==> src/rtl/mux8_rr_arbiter.sv <==
// Round-robin arbiter sharing one 8:1 bit-select mux between 8 requesters.
// Registered sel/grant/hold_cnt outputs with a bounded per-grant hold time.
module mux8_rr_arbiter #(
    parameter int unsigned MAX_HOLD = 4,
    parameter int unsigned CNT_W    = 3
) (
    input  logic             clk,
    input  logic             rst,
    input  logic             en,
    input  logic [7:0]       req,
    output logic [2:0]       sel,
    output logic [7:0]       grant,
    output logic             gnt_valid,
    output logic [CNT_W-1:0] hold_cnt
);

    typedef enum logic {
        IDLE  = 1'b0,
        GRANT = 1'b1
    } state_t;

    state_t           state, state_n;
    logic [2:0]       ptr, ptr_n;
    logic [2:0]       sel_n;
    logic [7:0]       grant_n;
    logic             gnt_valid_n;
    logic [CNT_W-1:0] hold_cnt_n;

    logic [2:0]       owner_next;
    logic [2:0]       pick_idle;
    logic [2:0]       pick_rel;
    logic             release_now;

    // First requester at or after start, wrapping mod 8
    function automatic logic [2:0] pick_from(input logic [2:0] start, input logic [7:0] r);
        logic [2:0] result;
        logic       found;
        result = start;
        found  = 1'b0;
        for (int i = 0; i < 8; i++) begin
            logic [2:0] idx;
            idx = start + i[2:0];
            if (!found && r[idx]) begin
                result = idx;
                found  = 1'b1;
            end
        end
        return result;
    endfunction

    assign owner_next  = sel + 3'd1;
    assign pick_idle   = pick_from(ptr, req);
    assign pick_rel    = pick_from(owner_next, req);
    assign release_now = !req[sel] ||
                         ((MAX_HOLD != 0) && (hold_cnt == CNT_W'(MAX_HOLD)));

    always_comb begin
        state_n     = state;
        ptr_n       = ptr;
        sel_n       = sel;
        grant_n     = grant;
        gnt_valid_n = gnt_valid;
        hold_cnt_n  = hold_cnt;

        case (state)
            IDLE: begin
                grant_n     = 8'h00;
                gnt_valid_n = 1'b0;
                hold_cnt_n  = '0;
                if (en && |req) begin
                    state_n     = GRANT;
                    sel_n       = pick_idle;
                    grant_n     = 8'h01 << pick_idle;
                    gnt_valid_n = 1'b1;
                    hold_cnt_n  = CNT_W'(1);
                end
            end
            GRANT: begin
                if (!en) begin
                    // Owner forfeits its turn when arbitration is disabled
                    state_n     = IDLE;
                    ptr_n       = owner_next;
                    grant_n     = 8'h00;
                    gnt_valid_n = 1'b0;
                    hold_cnt_n  = '0;
                end else if (release_now) begin
                    ptr_n = owner_next;
                    if (|req) begin
                        sel_n       = pick_rel;
                        grant_n     = 8'h01 << pick_rel;
                        gnt_valid_n = 1'b1;
                        hold_cnt_n  = CNT_W'(1);
                    end else begin
                        state_n     = IDLE;
                        grant_n     = 8'h00;
                        gnt_valid_n = 1'b0;
                        hold_cnt_n  = '0;
                    end
                end else if (hold_cnt != '1) begin
                    hold_cnt_n = hold_cnt + CNT_W'(1);
                end
            end
            default: begin
                state_n     = IDLE;
                grant_n     = 8'h00;
                gnt_valid_n = 1'b0;
                hold_cnt_n  = '0;
            end
        endcase
    end

    always_ff @(posedge clk) begin
        if (rst) begin
            state     <= IDLE;
            ptr       <= 3'd0;
            sel       <= 3'd0;
            grant     <= 8'h00;
            gnt_valid <= 1'b0;
            hold_cnt  <= '0;
        end else begin
            state     <= state_n;
            ptr       <= ptr_n;
            sel       <= sel_n;
            grant     <= grant_n;
            gnt_valid <= gnt_valid_n;
            hold_cnt  <= hold_cnt_n;
        end
    end

endmodule

==> config.mk <==
export PLATFORM = sky130hd
export DESIGN_NAME = mux8_rr_arbiter
export DESIGN_NICKNAME = d
export VERILOG_FILES = /design/src/rtl/mux8_rr_arbiter.sv
export SDC_FILE = /design/constraint.sdc
export NUM_CORES = 1
export LEC_CHECK = 0
export BUFFER_PORTS_ARGS = -buffer_cell sky130_fd_sc_hd__clkbuf_2
export CAP_MARGIN = 10
export CORE_ASPECT_RATIO = 1.75
export CORE_MARGIN = 1
export CORE_UTILIZATION = 58
export CTS_CLUSTER_DIAMETER = 80
export DETAILED_ROUTE_END_ITERATION = 16
export PLACE_DENSITY = 0.87
export SKIP_LAST_GASP = 1
export SLEW_MARGIN = 10
export SYNTH_ARGS = -nofsm -noshare
export SYNTH_HDL_FRONTEND = slang
export SYNTH_SLANG_ARGS = --single-unit
==> constraint.sdc <==
create_clock -name clk -period 7.9 [get_ports clk]
set_input_delay 1.975 -clock clk [delete_from_list [all_inputs] [get_ports clk]]
set_output_delay 1.975 -clock clk [all_outputs]
set_load 0.01 [all_outputs]
# Yosys cells after proc, flatten, opt, wreduce, memory -nomap -nowiden
# Cells that the tools add are included.
[totals]
register_bits = 19
in_bits = 11
out_inout_bits = 15
wordCells = 173
[classes]
addsub = 16
magnitude_cmp = 17
n_eq_ne = 9
n_shift = 2
muxes = 88
bitwise = 1
reduce_logical = 34
[op_table]
columns = ["op", "n"]
rows = [
  ["two-way mux 3 bit", 23],
  ["< comparator 3 x 4 -> 1 bit, second input constant", 17],
  ["binary-select mux 1 bit (select 3 bit)", 17],
  ["two-way mux 1 bit", 39],
  ["two-way mux 8 bit", 4],
  ["adder 3 bit, second input constant", 8],
  ["case mux 8 bit (2 select lines)", 1],
  ["<< shifter 1 x 3 -> 8 bit, first input constant", 2],
  ["logical AND 1 bit", 15],
  ["zero test 1 bit", 15],
  ["adder 3 x 1 -> 3 bit, second input constant", 4],
  ["adder 3 x 2 -> 3 bit, second input constant", 4],
  ["case mux 3 bit (2 select lines)", 2],
  ["OR reduction 8 bit", 1],
  ["inequality test 2 x 1 -> 1 bit, second input constant", 3],
  ["inequality test 2 bit, second input constant", 2],
  ["inequality test 4 x 2 -> 1 bit, second input constant", 1],
  ["case mux 1 bit (2 select lines)", 2],
  ["AND reduction 4 bit", 1],
  ["== test 3 bit, second input constant", 1],
  ["inequality test 3 x 2 -> 1 bit, second input constant", 1],
  ["inequality test 3 bit, second input constant", 1],
  ["AND reduction 2 bit", 1],
  ["logical OR 1 bit", 1],
  ["inverter 1 bit", 1],
]

# Logic depth before layout (Yosys ltp)
[depth]
word_depth = 30
mapped_depth = 18
ltp_nobuf = 11

# Worst setup path before layout
# OpenSTA, ideal clock, no wires.
[synth_path]
path_type = "input to register"
from = "input req[4]"
to = "register grant[1]"
setup_ps = 88
t_arrival_ps = 4190
required_time_ps = 7812
slack_ps = 3622
cell_stages = 10
path_buffers = 2
path_cell_list = "buf_2 buf_2 mux4_2 mux2i_1 o21ai_1 or4_1 a31o_1 nor2_1 nand2_1 a311oi_2"
[synth_via]
elab_chain_cells = 29
elab_cells_between_ends = 102
cone_classes = "1 x eq/ne; 2 x shift; 67 x mux; 32 x reduce/logical"
[synth_rtl]
columns = ["item", "line", "text"]
rows = [
  ["start: declaration", "10", "input logic [7:0] req,"],
  ["binary-select mux 1 bit (select 3 bit)", "43", "if (!found && r[idx]) begin"],
  ["two-way mux 1 bit (implied by the code)", "43", ""],
  ["two-way mux 1 bit", "43", ""],
  ["zero test 1 bit", "43", ""],
  ["logical AND 1 bit", "43", ""],
  ["two-way mux 1 bit", "43", ""],
  ["zero test 1 bit", "43", ""],
  ["logical AND 1 bit", "43", ""],
  ["[... 13 more ...]", "-", ""],
  ["zero test 1 bit", "43", ""],
  ["logical AND 1 bit", "43", ""],
  ["two-way mux 3 bit", "43", ""],
  ["<< shifter 1 x 3 -> 8 bit", "90", "grant_n = 8'h01 << pick_rel;"],
  ["two-way mux 8 bit", "88", "if (|req) begin"],
  ["two-way mux 8 bit", "86", "end else if (release_now) begin"],
  ["two-way mux 8 bit", "79", "if (!en) begin"],
  ["case mux 8 bit (2 select lines)", "65", "case (state)"],
  ["end signal: assignment", "124", "grant <= grant_n;"],
  ["end: declaration", "12", "output logic [7:0] grant,"],
]
# Parallel ways exist; a longest one is shown, timed or not. The select of a mux whose other input is x is not followed.
# A chain may end at the register's enable or synchronous reset.

# Final worst setup path
[layout_path]
from = "register ptr[0]"
to = "register grant[0]"
[layout_via]
elab_chain_cells = 27
elab_cells_between_ends = 54
cone_classes = "7 x add/sub; 1 x shift; 32 x mux; 14 x reduce/logical"
[layout_rtl]
columns = ["item", "line", "text"]
rows = [
  ["start: declaration", "23", "logic [2:0] ptr, ptr_n;"],
  ["start signal: assignment", "122", "ptr <= ptr_n;"],
  ["branches (longest 23 deep; another with adder 3 x 1 -> 3 bit)", "-", ""],
  ["two-way mux 3 bit *", "43", ""],
  ["<< shifter 1 x 3 -> 8 bit *", "73", "grant_n = 8'h01 << pick_idle;"],
  ["two-way mux 8 bit *", "70", "if (en && |req) begin"],
  ["case mux 8 bit (2 select lines) *", "65", ""],
]
# Every way passes the cells marked *. The select of a mux whose other input is x is not followed.

==> metrics.yaml <==
floorplan:
  ios: 26
  die_w_um: 59.6
  die_y_um: 103
  core_area_sq_um: 5590
  rows: 36
  start_util_pct: 60.4
  die-area_sq_um: 6130
clock_tree:
  tritoncts: "built"
  holdBufCountCts: 0
  cts_buffers: 3
  cts-root-buf: "clkbuf_8"
  worstSkewPairLatency_ns: 0.25
  clk_pin_slew_ns: 0.07
  clock-sinks: 19
  ctsResizeCount: 0
  cts-htree-levels: 1
  post_cts_buffers: 0
  ctsLongestPathBuffers: 2
final_layout:
  final_cell_count_no_fill: 464
  drive_gt1_share_pct: 20.6
  finalInstanceArea_sq_um: 3410
  final_common_cell: "nor2_1"
  fin_util_pct: 61.1
  area_growth_pct: 1.15
  n_antenna_cell: 0
  final_cell_mix: "nor2_1, mux2i_1, nand2_1"
  fin_nets: 407
critical_path:
  critPathLaunchType: "register"
  crit_slowest_cell: "dfxtp_1"
  reg2reg_depth: 11
  crit_required_ns: 8.06
  path_cells: "clkinv_1, ha_1, mux2i_1, mux4_2, or3b_1, o211ai_1, o22ai_1, a31o_1, nor2_1, a21oi_1, a211oi_1"
  worstPathArrival_ns: 4.72
  rrSetupSlack_ns: 3.34
  slowest_delay_ns: 0.84
  crit_start: "ptr[0]"
  cp_num_buf_inv: 1
  cp-end-kind: "register"
  crit_path_max_fanout: 16
  crit_family: "compound AO/OA/AOI/OAI gates"
  critical_path_class: "register to register"
  r2r-end: "grant[0]"
  crit-reg2reg-launch: "ptr[0]"
grt:
  antenna_found_initial: 0
  met1_usage_pct: 34.0
  grt_pass1_vias: 2848
  grt_max_degree: 40
  grt_use_met3_pct: 1.88
  busiest_layer: "met2"
  overflow: 0
  grt_pass1_wl_um: 13600
  grt_usage_pct: 28.3
  met2_usage_pct: 51.3
detailed_routing:
  vias_per_cell: 6.68
  num_vias: 3098
  drc_errors: 0
  wl_um: 8250
  ant_nets: 0
  dr.pass1.iters: 5
  drt-wirelength-per-cell_um: 17.8
  initialDrtViolationCount: 193
timing:
  tightest_slew_ns: 0.878
  skew_ns: 0.00419
  fin_ws_ns: 3.34
  hold_ws_ns: 0.498
  max_slew_margin_pct: 41.4
  report.final.slew_viol_count: 0
  setup-tns-final_ns: 0
  setup_violations: 0
  fmax_mhz: 219
  timing_hold_violations_final: 0
  grt_setup_unrepaired: "no"
  post-route-min-period_ns: 4.56
  period_share_pct: 57.8
yosys:
  syn_area_per_cell_sq_um: 8.49
  synth-seq-cells: 19
  yosys-top-cells-area: "mux4_2, dfxtp_1, mux2i_1"
  yosysSeqAreaShare_pct: 11.3
  ys_async_sr_fraction_pct: 0
  syn_area_sq_um: 3370
  synth_top_area_share_pct: 12.7
  syn-num-nets: 415
  ys_types: 85
  yosysTopAreaCell: "mux4_2"
  syn_inst: 397
  synth_ff_type: "dfxtp_1"
  synth-edff-count: 0
  yosysWarnings: 0
min_path:
  min_from: "gnt_valid"
  min_path_type: "register to register"
  min_to: "gnt_valid"
  holdPathStages: 2
outcome:
  outcome: "completed"
pwr:
  finalPower_uw: 664
  p_leak_nw: 1.26
  vdd_drop_max_mv: 0.147
  power_density_nw_per_um2: 195
run:
  drv_cap: 0
place:
  placed_cells: 460
  dpl.hpwl_um: 6150
  gp_congestion: 0.909
  port_buffers: 25
  place_ws_ns: 3.16
  dpl_cell_area_sq_um: 3360
-- state kept, by name (all words and copies together), names as in the netlist --
signal	count
gnt_valid	1
grant	8
hold_cnt	3
ptr	3
sel	3
state	1
-- power breakdown --
| part | total, mW | switching, mW | internal [mW] |
|---|---|---|---|
| sequential | 0.124 | 0.0191 | 0.105 |
| clock | 0.0660 | 0.0310 | 0.0350 |
| combinational | 0.474 | 0.276 | 0.199 |
| total | 0.664 | 0.326 | 0.339 |
-- cell usage after synthesis (3+ instances only) --
cell type and instances:
o21ai_0 10, buf_2 20, a31oi_1 4, dfxtp_1 19, and2_1 3, nand2_1 31, a32oi_1 4, a211oi_1 10
mux2_2 7, nor2_1 43, o22ai_1 3, a21oi_1 24, nor2b_1 7, nand3_1 6, ha_1 7, or4_1 3
mux4_2 19, and3_1 3, o21ai_1 7, nand4_1 3, nor3_1 9, buf_1 3, mux2i_1 35, inv_1 10
nand2b_1 5, clkbuf_1 5, buf_4 7, nand4b_1 4, nand3b_1 5, buf_6 4, xnor2_1 7, or2_1 3
o211ai_1 3
-- routing by layer --
metal	share of wire [%]	up-vias	routed length [um]
li1	-	1480	-
met3	3.6	21	295
met4	2.7	0	223
met1	39	1505	3240
met2	54	92	4490
met5	0	-	0
-- worst max-delay path by stage --
stage               end  slack, ns  cells past startpoint
6_report       grant[0]       3.34                     11
3_5_place_dp   grant[1]       3.16                      9
4_1_cts        grant[0]       3.31                     11
5_1_grt        grant[0]       2.95                     11
3_3_place_gp   grant[3]       3.26                      9
2_1_floorplan  grant[1]       3.62                     10
-- worst min-delay path: cells and delay by family, from the launching register on --
family | cells | cell delay (ns)
flip-flops | 1 | 0.33
AND/OR/NAND/NOR | 1 | 0.07
AO/OA/AOI/OAI | 1 | 0.06
-- cell type report --
type                            count  area, sq um
Clock buffer                        3         41.3
Timing Repair Buffer               27          140
Sequential cell                    19          380
Multi-Input combinational cell    326         2700
Clock inverter                      1         5.00
Fill cell                         520         2170
Tap cell                           76         95.1
Inverter                           12         45.0
-- cells by family (layout without fill, tap and decap cells) --
| kind of cell | count (synthesis) | after routing | synth area share [%] |
|---|---|---|---|
| DFF | 19 | 19 | 11.3 |
| buffers and inverters | 52 | 43 | 8.53 |
| muxes | 67 | 67 | 28.2 |
| AOI/OAI and AO/OA | 99 | 99 | 22.4 |
| and+or+nand+nor | 140 | 140 | 21.6 |
| xor gates and xnor gates | 13 | 13 | 5.34 |
| adders and majority gates | 7 | 7 | 2.60 |
(Power assumes the default switching activity.)
